$ cat config.mk
export PLATFORM = sky130hd
export DESIGN_NAME = ram_port_arbiter
export DESIGN_NICKNAME = d
export VERILOG_FILES = /design/src/rtl/ram_port_arbiter.sv
export SDC_FILE = /design/constraint.sdc
export NUM_CORES = 1
export LEC_CHECK = 0
export BUFFER_PORTS_ARGS = -buffer_cell sky130_fd_sc_hd__buf_2
export CORE_MARGIN = 2
export CORE_UTILIZATION = 34
export CTS_CLUSTER_SIZE = 12
export DETAILED_ROUTE_END_ITERATION = 10
export PLACE_DENSITY = 0.68
export SKIP_CTS_REPAIR_TIMING = 1
export SYNTH_ARGS = -nofsm -noshare
export SYNTH_HDL_FRONTEND = slang
export SYNTH_SLANG_ARGS = --single-unit
export TNS_END_PERCENT = 50
$ cat constraint.sdc
create_clock -name clk -period 3.2 [get_ports clk]
set_clock_uncertainty 0.05 [all_clocks]
set_input_delay 0.48 -clock clk [delete_from_list [all_inputs] [get_ports clk]]
set_output_delay 0.48 -clock clk [all_outputs]
set_load 0.01 [all_outputs]
$ cat src/rtl/ram_port_arbiter.sv
// ram_port_arbiter: shares one single-port-addressed RAM between two requesters.
// After reset the block zeroes the whole RAM, then serves requests with
// round-robin arbitration. It issues at most one access every two cycles.
// Read data returns 2 cycles after the grant.
// Ports: clk/reset (sync, active-high); req/we/addr/wdata per requester A and B;
//   gnt/rvalid/rdata per requester; busy (clear sweep running);
//   mem_addr/mem_wren/mem_wdata to the RAM, mem_rdata from it (1-cycle registered read).
module ram_port_arbiter #(
  parameter int WIDTH = 32,
  parameter int AW    = 6
) (
  input  logic             clk,
  input  logic             reset,
  input  logic             req_a,
  input  logic             req_b,
  input  logic             we_a,
  input  logic             we_b,
  input  logic [AW-1:0]    addr_a,
  input  logic [AW-1:0]    addr_b,
  input  logic [WIDTH-1:0] wdata_a,
  input  logic [WIDTH-1:0] wdata_b,
  output logic             gnt_a,
  output logic             gnt_b,
  output logic             rvalid_a,
  output logic             rvalid_b,
  output logic [WIDTH-1:0] rdata_a,
  output logic [WIDTH-1:0] rdata_b,
  output logic             busy,
  output logic [AW-1:0]    mem_addr,
  output logic             mem_wren,
  output logic [WIDTH-1:0] mem_wdata,
  input  logic [WIDTH-1:0] mem_rdata
);

  localparam logic [AW-1:0] LAST_ADDR = '1;

  typedef enum logic [1:0] {CLEAR, IDLE, ISSUE} state_t;

  state_t             state_q, state_d;
  logic [AW-1:0]      cnt_q, cnt_d;
  logic               last_b_q, last_b_d;   // 1 = B won most recently
  logic               busy_q, busy_d;
  logic               gnt_a_q, gnt_a_d, gnt_b_q, gnt_b_d;
  logic [AW-1:0]      mem_addr_q, mem_addr_d;
  logic               mem_wren_q, mem_wren_d;
  logic [WIDTH-1:0]   mem_wdata_q, mem_wdata_d;
  logic               rd_pend_a_q, rd_pend_a_d, rd_pend_b_q, rd_pend_b_d;
  logic               rvalid_a_q, rvalid_a_d, rvalid_b_q, rvalid_b_d;
  logic [WIDTH-1:0]   rdata_a_q, rdata_a_d, rdata_b_q, rdata_b_d;
  logic               pick_a, pick_b;

  // Round-robin: on a conflict the requester that did not win last time goes.
  assign pick_a = req_a & (~req_b | last_b_q);
  assign pick_b = req_b & ~pick_a;

  always_comb begin
    state_d     = state_q;
    cnt_d       = cnt_q;
    last_b_d    = last_b_q;
    busy_d      = busy_q;
    gnt_a_d     = 1'b0;
    gnt_b_d     = 1'b0;
    mem_addr_d  = mem_addr_q;
    mem_wren_d  = 1'b0;
    mem_wdata_d = mem_wdata_q;

    // Read return pipeline runs independently of the FSM, so a completing
    // read never stalls arbitration. The RAM answers one cycle after the
    // grant cycle, and the data is captured on the following edge.
    rd_pend_a_d = gnt_a_q & ~mem_wren_q;
    rd_pend_b_d = gnt_b_q & ~mem_wren_q;
    rvalid_a_d  = rd_pend_a_q;
    rvalid_b_d  = rd_pend_b_q;
    rdata_a_d   = rd_pend_a_q ? mem_rdata : rdata_a_q;
    rdata_b_d   = rd_pend_b_q ? mem_rdata : rdata_b_q;

    case (state_q)
      CLEAR: begin
        if (cnt_q == LAST_ADDR) begin
          state_d = IDLE;
          busy_d  = 1'b0;
        end else begin
          cnt_d       = cnt_q + 1'b1;
          mem_addr_d  = cnt_q + 1'b1;
          mem_wren_d  = 1'b1;
          mem_wdata_d = '0;
        end
      end
      IDLE: begin
        if (pick_a) begin
          state_d     = ISSUE;
          gnt_a_d     = 1'b1;
          last_b_d    = 1'b0;
          mem_addr_d  = addr_a;
          mem_wren_d  = we_a;
          mem_wdata_d = wdata_a;
        end else if (pick_b) begin
          state_d     = ISSUE;
          gnt_b_d     = 1'b1;
          last_b_d    = 1'b1;
          mem_addr_d  = addr_b;
          mem_wren_d  = we_b;
          mem_wdata_d = wdata_b;
        end
      end
      ISSUE: begin
        // Requests are not looked at here; the granted requester may still
        // show req this cycle.
        state_d = IDLE;
      end
      default: begin
        state_d = CLEAR;
      end
    endcase
  end

  always_ff @(posedge clk) begin
    if (reset) begin
      // The sweep's first write (address 0) is already presented while reset is held.
      state_q     <= CLEAR;
      cnt_q       <= '0;
      last_b_q    <= 1'b1;
      busy_q      <= 1'b1;
      gnt_a_q     <= 1'b0;
      gnt_b_q     <= 1'b0;
      mem_addr_q  <= '0;
      mem_wren_q  <= 1'b1;
      mem_wdata_q <= '0;
      rd_pend_a_q <= 1'b0;
      rd_pend_b_q <= 1'b0;
      rvalid_a_q  <= 1'b0;
      rvalid_b_q  <= 1'b0;
      rdata_a_q   <= '0;
      rdata_b_q   <= '0;
    end else begin
      state_q     <= state_d;
      cnt_q       <= cnt_d;
      last_b_q    <= last_b_d;
      busy_q      <= busy_d;
      gnt_a_q     <= gnt_a_d;
      gnt_b_q     <= gnt_b_d;
      mem_addr_q  <= mem_addr_d;
      mem_wren_q  <= mem_wren_d;
      mem_wdata_q <= mem_wdata_d;
      rd_pend_a_q <= rd_pend_a_d;
      rd_pend_b_q <= rd_pend_b_d;
      rvalid_a_q  <= rvalid_a_d;
      rvalid_b_q  <= rvalid_b_d;
      rdata_a_q   <= rdata_a_d;
      rdata_b_q   <= rdata_b_d;
    end
  end

  assign gnt_a     = gnt_a_q;
  assign gnt_b     = gnt_b_q;
  assign rvalid_a  = rvalid_a_q;
  assign rvalid_b  = rvalid_b_q;
  assign rdata_a   = rdata_a_q;
  assign rdata_b   = rdata_b_q;
  assign busy      = busy_q;
  assign mem_addr  = mem_addr_q;
  assign mem_wren  = mem_wren_q;
  assign mem_wdata = mem_wdata_q;

endmodule

==> summary.md <==
| Metric | Value |
|---|---|
| CP Max Fanout | `37` |
| P_leak | `0.003019 µW` |
| Synth unique cells | `40` |
| Initial antenna violation count | `0` |
| Area post-placement | `5806 µm²` |
| Top FF cell, synth | `dfxtp_1` |
| Slew Viols, Final | `0` |
| DR DRC count | `0` |
| Nets@finish | `785` |
| Sw Pwr | `741.3 µW` |
| Gr usage total | `16.34%` |
| Routability cong. | `0.7911` |
| Reg2Reg Setup Slack | `0.92 ns` |
| Layout cell share with drive strength beyond 1 | `39.39%` |
| Startpoint class of the critical path | `flop` |
| CTS tree | `yes` |
| Syn-to-layout area delta | `38.35%` |
| Num rows | `42` |
| Router iterations before antenna repair | `4` |
| Status | `finished clean` |
| Final setup violation count | `0` |
| Total CTS buffers | `17` |
| Clock H-tree levels | `4` |
| Period utilization | `71.20%` |
| Post-synth design cell area | `4629 µm²` |
| HP Class | `input pin to flop` |
| Crit path launch | `cnt_q[0]$_SDFFE_PP0P_` |
| Final setup TNS | `0 ns` |
| HPWL after DPL | `8585 µm` |
| Largest net degree at the start of global routing | `60` |
| Clk pwr share | `53.3%` |
| Tot Pwr | `3556 µW` |
| Tightest Pin Transition | `1.087 ns` |
| Register area share after synthesis | `51.46%` |
| Worst IR drop on VDD | `266.2 µV` |
| RR Endpoint | `mem_wdata[29]$_SDFFE_PP0P_` |
| Flop pwr share | `42.0%` |
| Critical path data arrival time | `2.56 ns` |
| Synth Warn # | `0` |
| Comb pwr share | `4.6%` |
| WS Path Type | `flop to flop` |
| Period minus WS final | `2.279 ns` |
| Max-cap violations | `0` |
| ANT nets after route | `0` |
| Switching Fraction | `20.85%` |
| Async set-reset flop share out of synthesis | `0%` |
| Syn Inst Count | `457` |
| Net Count, Synth | `572` |
| Pwr/cell area | `555.2 nW/µm²` |
| Detailed-route wire length | `11900 µm` |
| Worst-skew pair later-pin latency | `0.41 ns` |
| Die width | `120.7 µm` |
| Die Y-Extent | `120.7 µm` |
| Final core utilization | `48.17%` |
| WP data required | `3.48 ns` |
| Diode count | `0` |
| Worst r2r src | `cnt_q[0]$_SDFFE_PP0P_` |
| Cell area after layout | `6405 µm²` |
| Area of the core | `13300 µm²` |
| Fmax achieved | `438.9 MHz` |
| RSZ-0062 raised after global routing | `false` |
| Avg Inst Size Synth | `10.13 µm²` |
| Ports | `222` |
| Clock slew seen by the registers of the worst setup and hold paths | `0.06 ns` |
| DRT iter0 DRCs | `158` |
| First-pass GRT wire length | `18640 µm` |
| Avg Vias per Cell | `4.711` |
| PortBufs | `221` |
| Clock Sinks | `119` |
| Number of synthesized flops with an enable pin | `0` |
| Fin. Hold Viols | `0` |
| Vias in the first global route | `3903` |
| Worst Setup EP | `mem_wdata[29]$_SDFFE_PP0P_` |
| Clock Tree Root | `clkbuf_16` |
| Starting Density | `34.82%` |
| Internal power | `2815 µW` |
| Via Count | `4047` |
| Die area | `14560 µm²` |
| Maximum clock path buffer count | `2` |
| Synth Register Bits | `119` |
| Grt ovf | `0` |
| CP Capture Type | `flop` |
| WL per Instance | `13.85 µm` |
| Worst-case reg-to-reg path depth | `6` |
| Max_slew headroom | `27.52%` |
## state kept, by name, indices dropped and copies added (netlist names), 2 cells and up
| name | cells |
|---|---|
| mem_wdata | 32 |
| rdata_a | 32 |
| rdata_b | 32 |
| cnt_q | 6 |
| mem_addr | 6 |
| state_q | 2 |
## per-stage QoR
step | setup WS, ns | hold slack, ns | cells
after CTS | 0.9151 | 0.2577 | 859
after global routing | 0.7256 | 0.2725 | 859
after global placement | 1.051 | 0.3822 | 827
after floorplan | 1.586 | 0.4223 | 457
after detailed placement | 0.9391 | 0.3905 | 827
final | 0.9215 | 0.2762 | 859
## cell usage after synthesis (all sizes together), types with 2 or more instances
| cell type | n | area share [%] |
|---|---|---|
| dfxtp | 119 | 51 |
| mux2i | 101 | 22 |
| nor2 | 73 | 6.0 |
| nand2 | 43 | 3.6 |
| o21ai | 37 | 4.2 |
| buf | 17 | 2.6 |
| clkbuf | 12 | 1.0 |
| a21oi | 9 | 1.4 |
| nand3 | 7 | 0.76 |
| and3 | 5 | 0.81 |
| xor2 | 5 | 0.95 |
| a22o | 4 | 0.76 |
| nor3 | 4 | 0.68 |
| nor2b | 3 | 0.41 |
| and4 | 2 | 0.38 |
| nand2b | 2 | 0.32 |
| nor3b | 2 | 0.32 |
| o21bai | 2 | 0.32 |
| xnor2 | 2 | 0.38 |
## power groups by stage
| stage | Combinational (µW) | Sequential, µW | Clock, µW |
|---|---|---|---|
| CTS | 167 | 1490 | 1950 |
| global placement | 160 | 1530 | 0 |
| floorplan | 74.7 | 1530 | 0 |
| global route | 182 | 1490 | 2030 |
| detailed placement | 166 | 1530 | 0 |
| finish | 165 | 1490 | 1900 |
## critical path, cell delays in order (launching register included)
cell      delay, ns
dfxtp_1        0.39
ha_1           0.24
and3_1         0.32
nand4b_4       0.14
a21oi_4        0.78
nand2_1        0.13
o21ai_1        0.12
## final cells by class
cell class                      instances  area, µm²
Clock inverter                         12      152.6
Multi-Input combinational cell        308       2076
Clock buffer                           20      446.7
Timing Repair Buffer                  223       1121
Inverter                                1      3.754
Fill cell                            1229       6890
Tap cell                              176      220.2
Sequential cell                       119       2385
## routing by layer
metal,global-route usage (%),vias up,routed length [µm]
met3,6.745,14,1150
met4,7.122,0,179
li1,-,1990,-
met1,18.65,1838,5108
met2,26.80,205,5463
met5,0,-,0
## how the worst min path moves through the flow
stage	cells past startpoint	to	slack, ns	from
final	3	rdata_a[15]$_SDFFE_PP0P_	0.28	mem_rdata[15]
after global routing	3	rdata_b[23]$_SDFFE_PP0P_	0.27	mem_rdata[23]
after global placement	1	rd_pend_b_q$_SDFF_PP0_	0.38	mem_wren$_SDFF_PP1_
after floorplan	2	last_b_q$_SDFFE_PP1P_	0.42	last_b_q$_SDFFE_PP1P_
after detailed placement	2	mem_wdata[3]$_SDFFE_PP0P_	0.39	mem_wdata[3]$_SDFFE_PP0P_
after CTS	3	rdata_b[8]$_SDFFE_PP0P_	0.26	mem_rdata[8]
## kinds of logic (layout without fill, tap and decap cells)
logic type      Yosys count  in the layout  synth area share (%)
buf+inv                  30            256                 3.702
flops                   119            119                 51.46
mux                     101            101                 21.84
simple gates            143            143                 13.95
xor+xnor                  7              7                 1.324
compound gates           56             56                 7.460
fa+ha+maj                 1              1                0.2702
## layout by cell type (no fill, tap or decap), types with 3 or more instances in the layout
cell,n
buf_2,221
dfxtp_1,117
mux2i_1,101
nor2_1,72
nand2_1,42
o21ai_1,28
clkbuf_16,17
nand3_1,7
a21oi_1,6
o21ai_0,6
xor2_1,5
a22o_1,4
clkinvlp_4,4
and3_1,3
nor2b_1,3
nor3_1,3
o21ai_2,3
clkinv_2,3
bufinv_16,3
(Power assumes the default switching activity.)
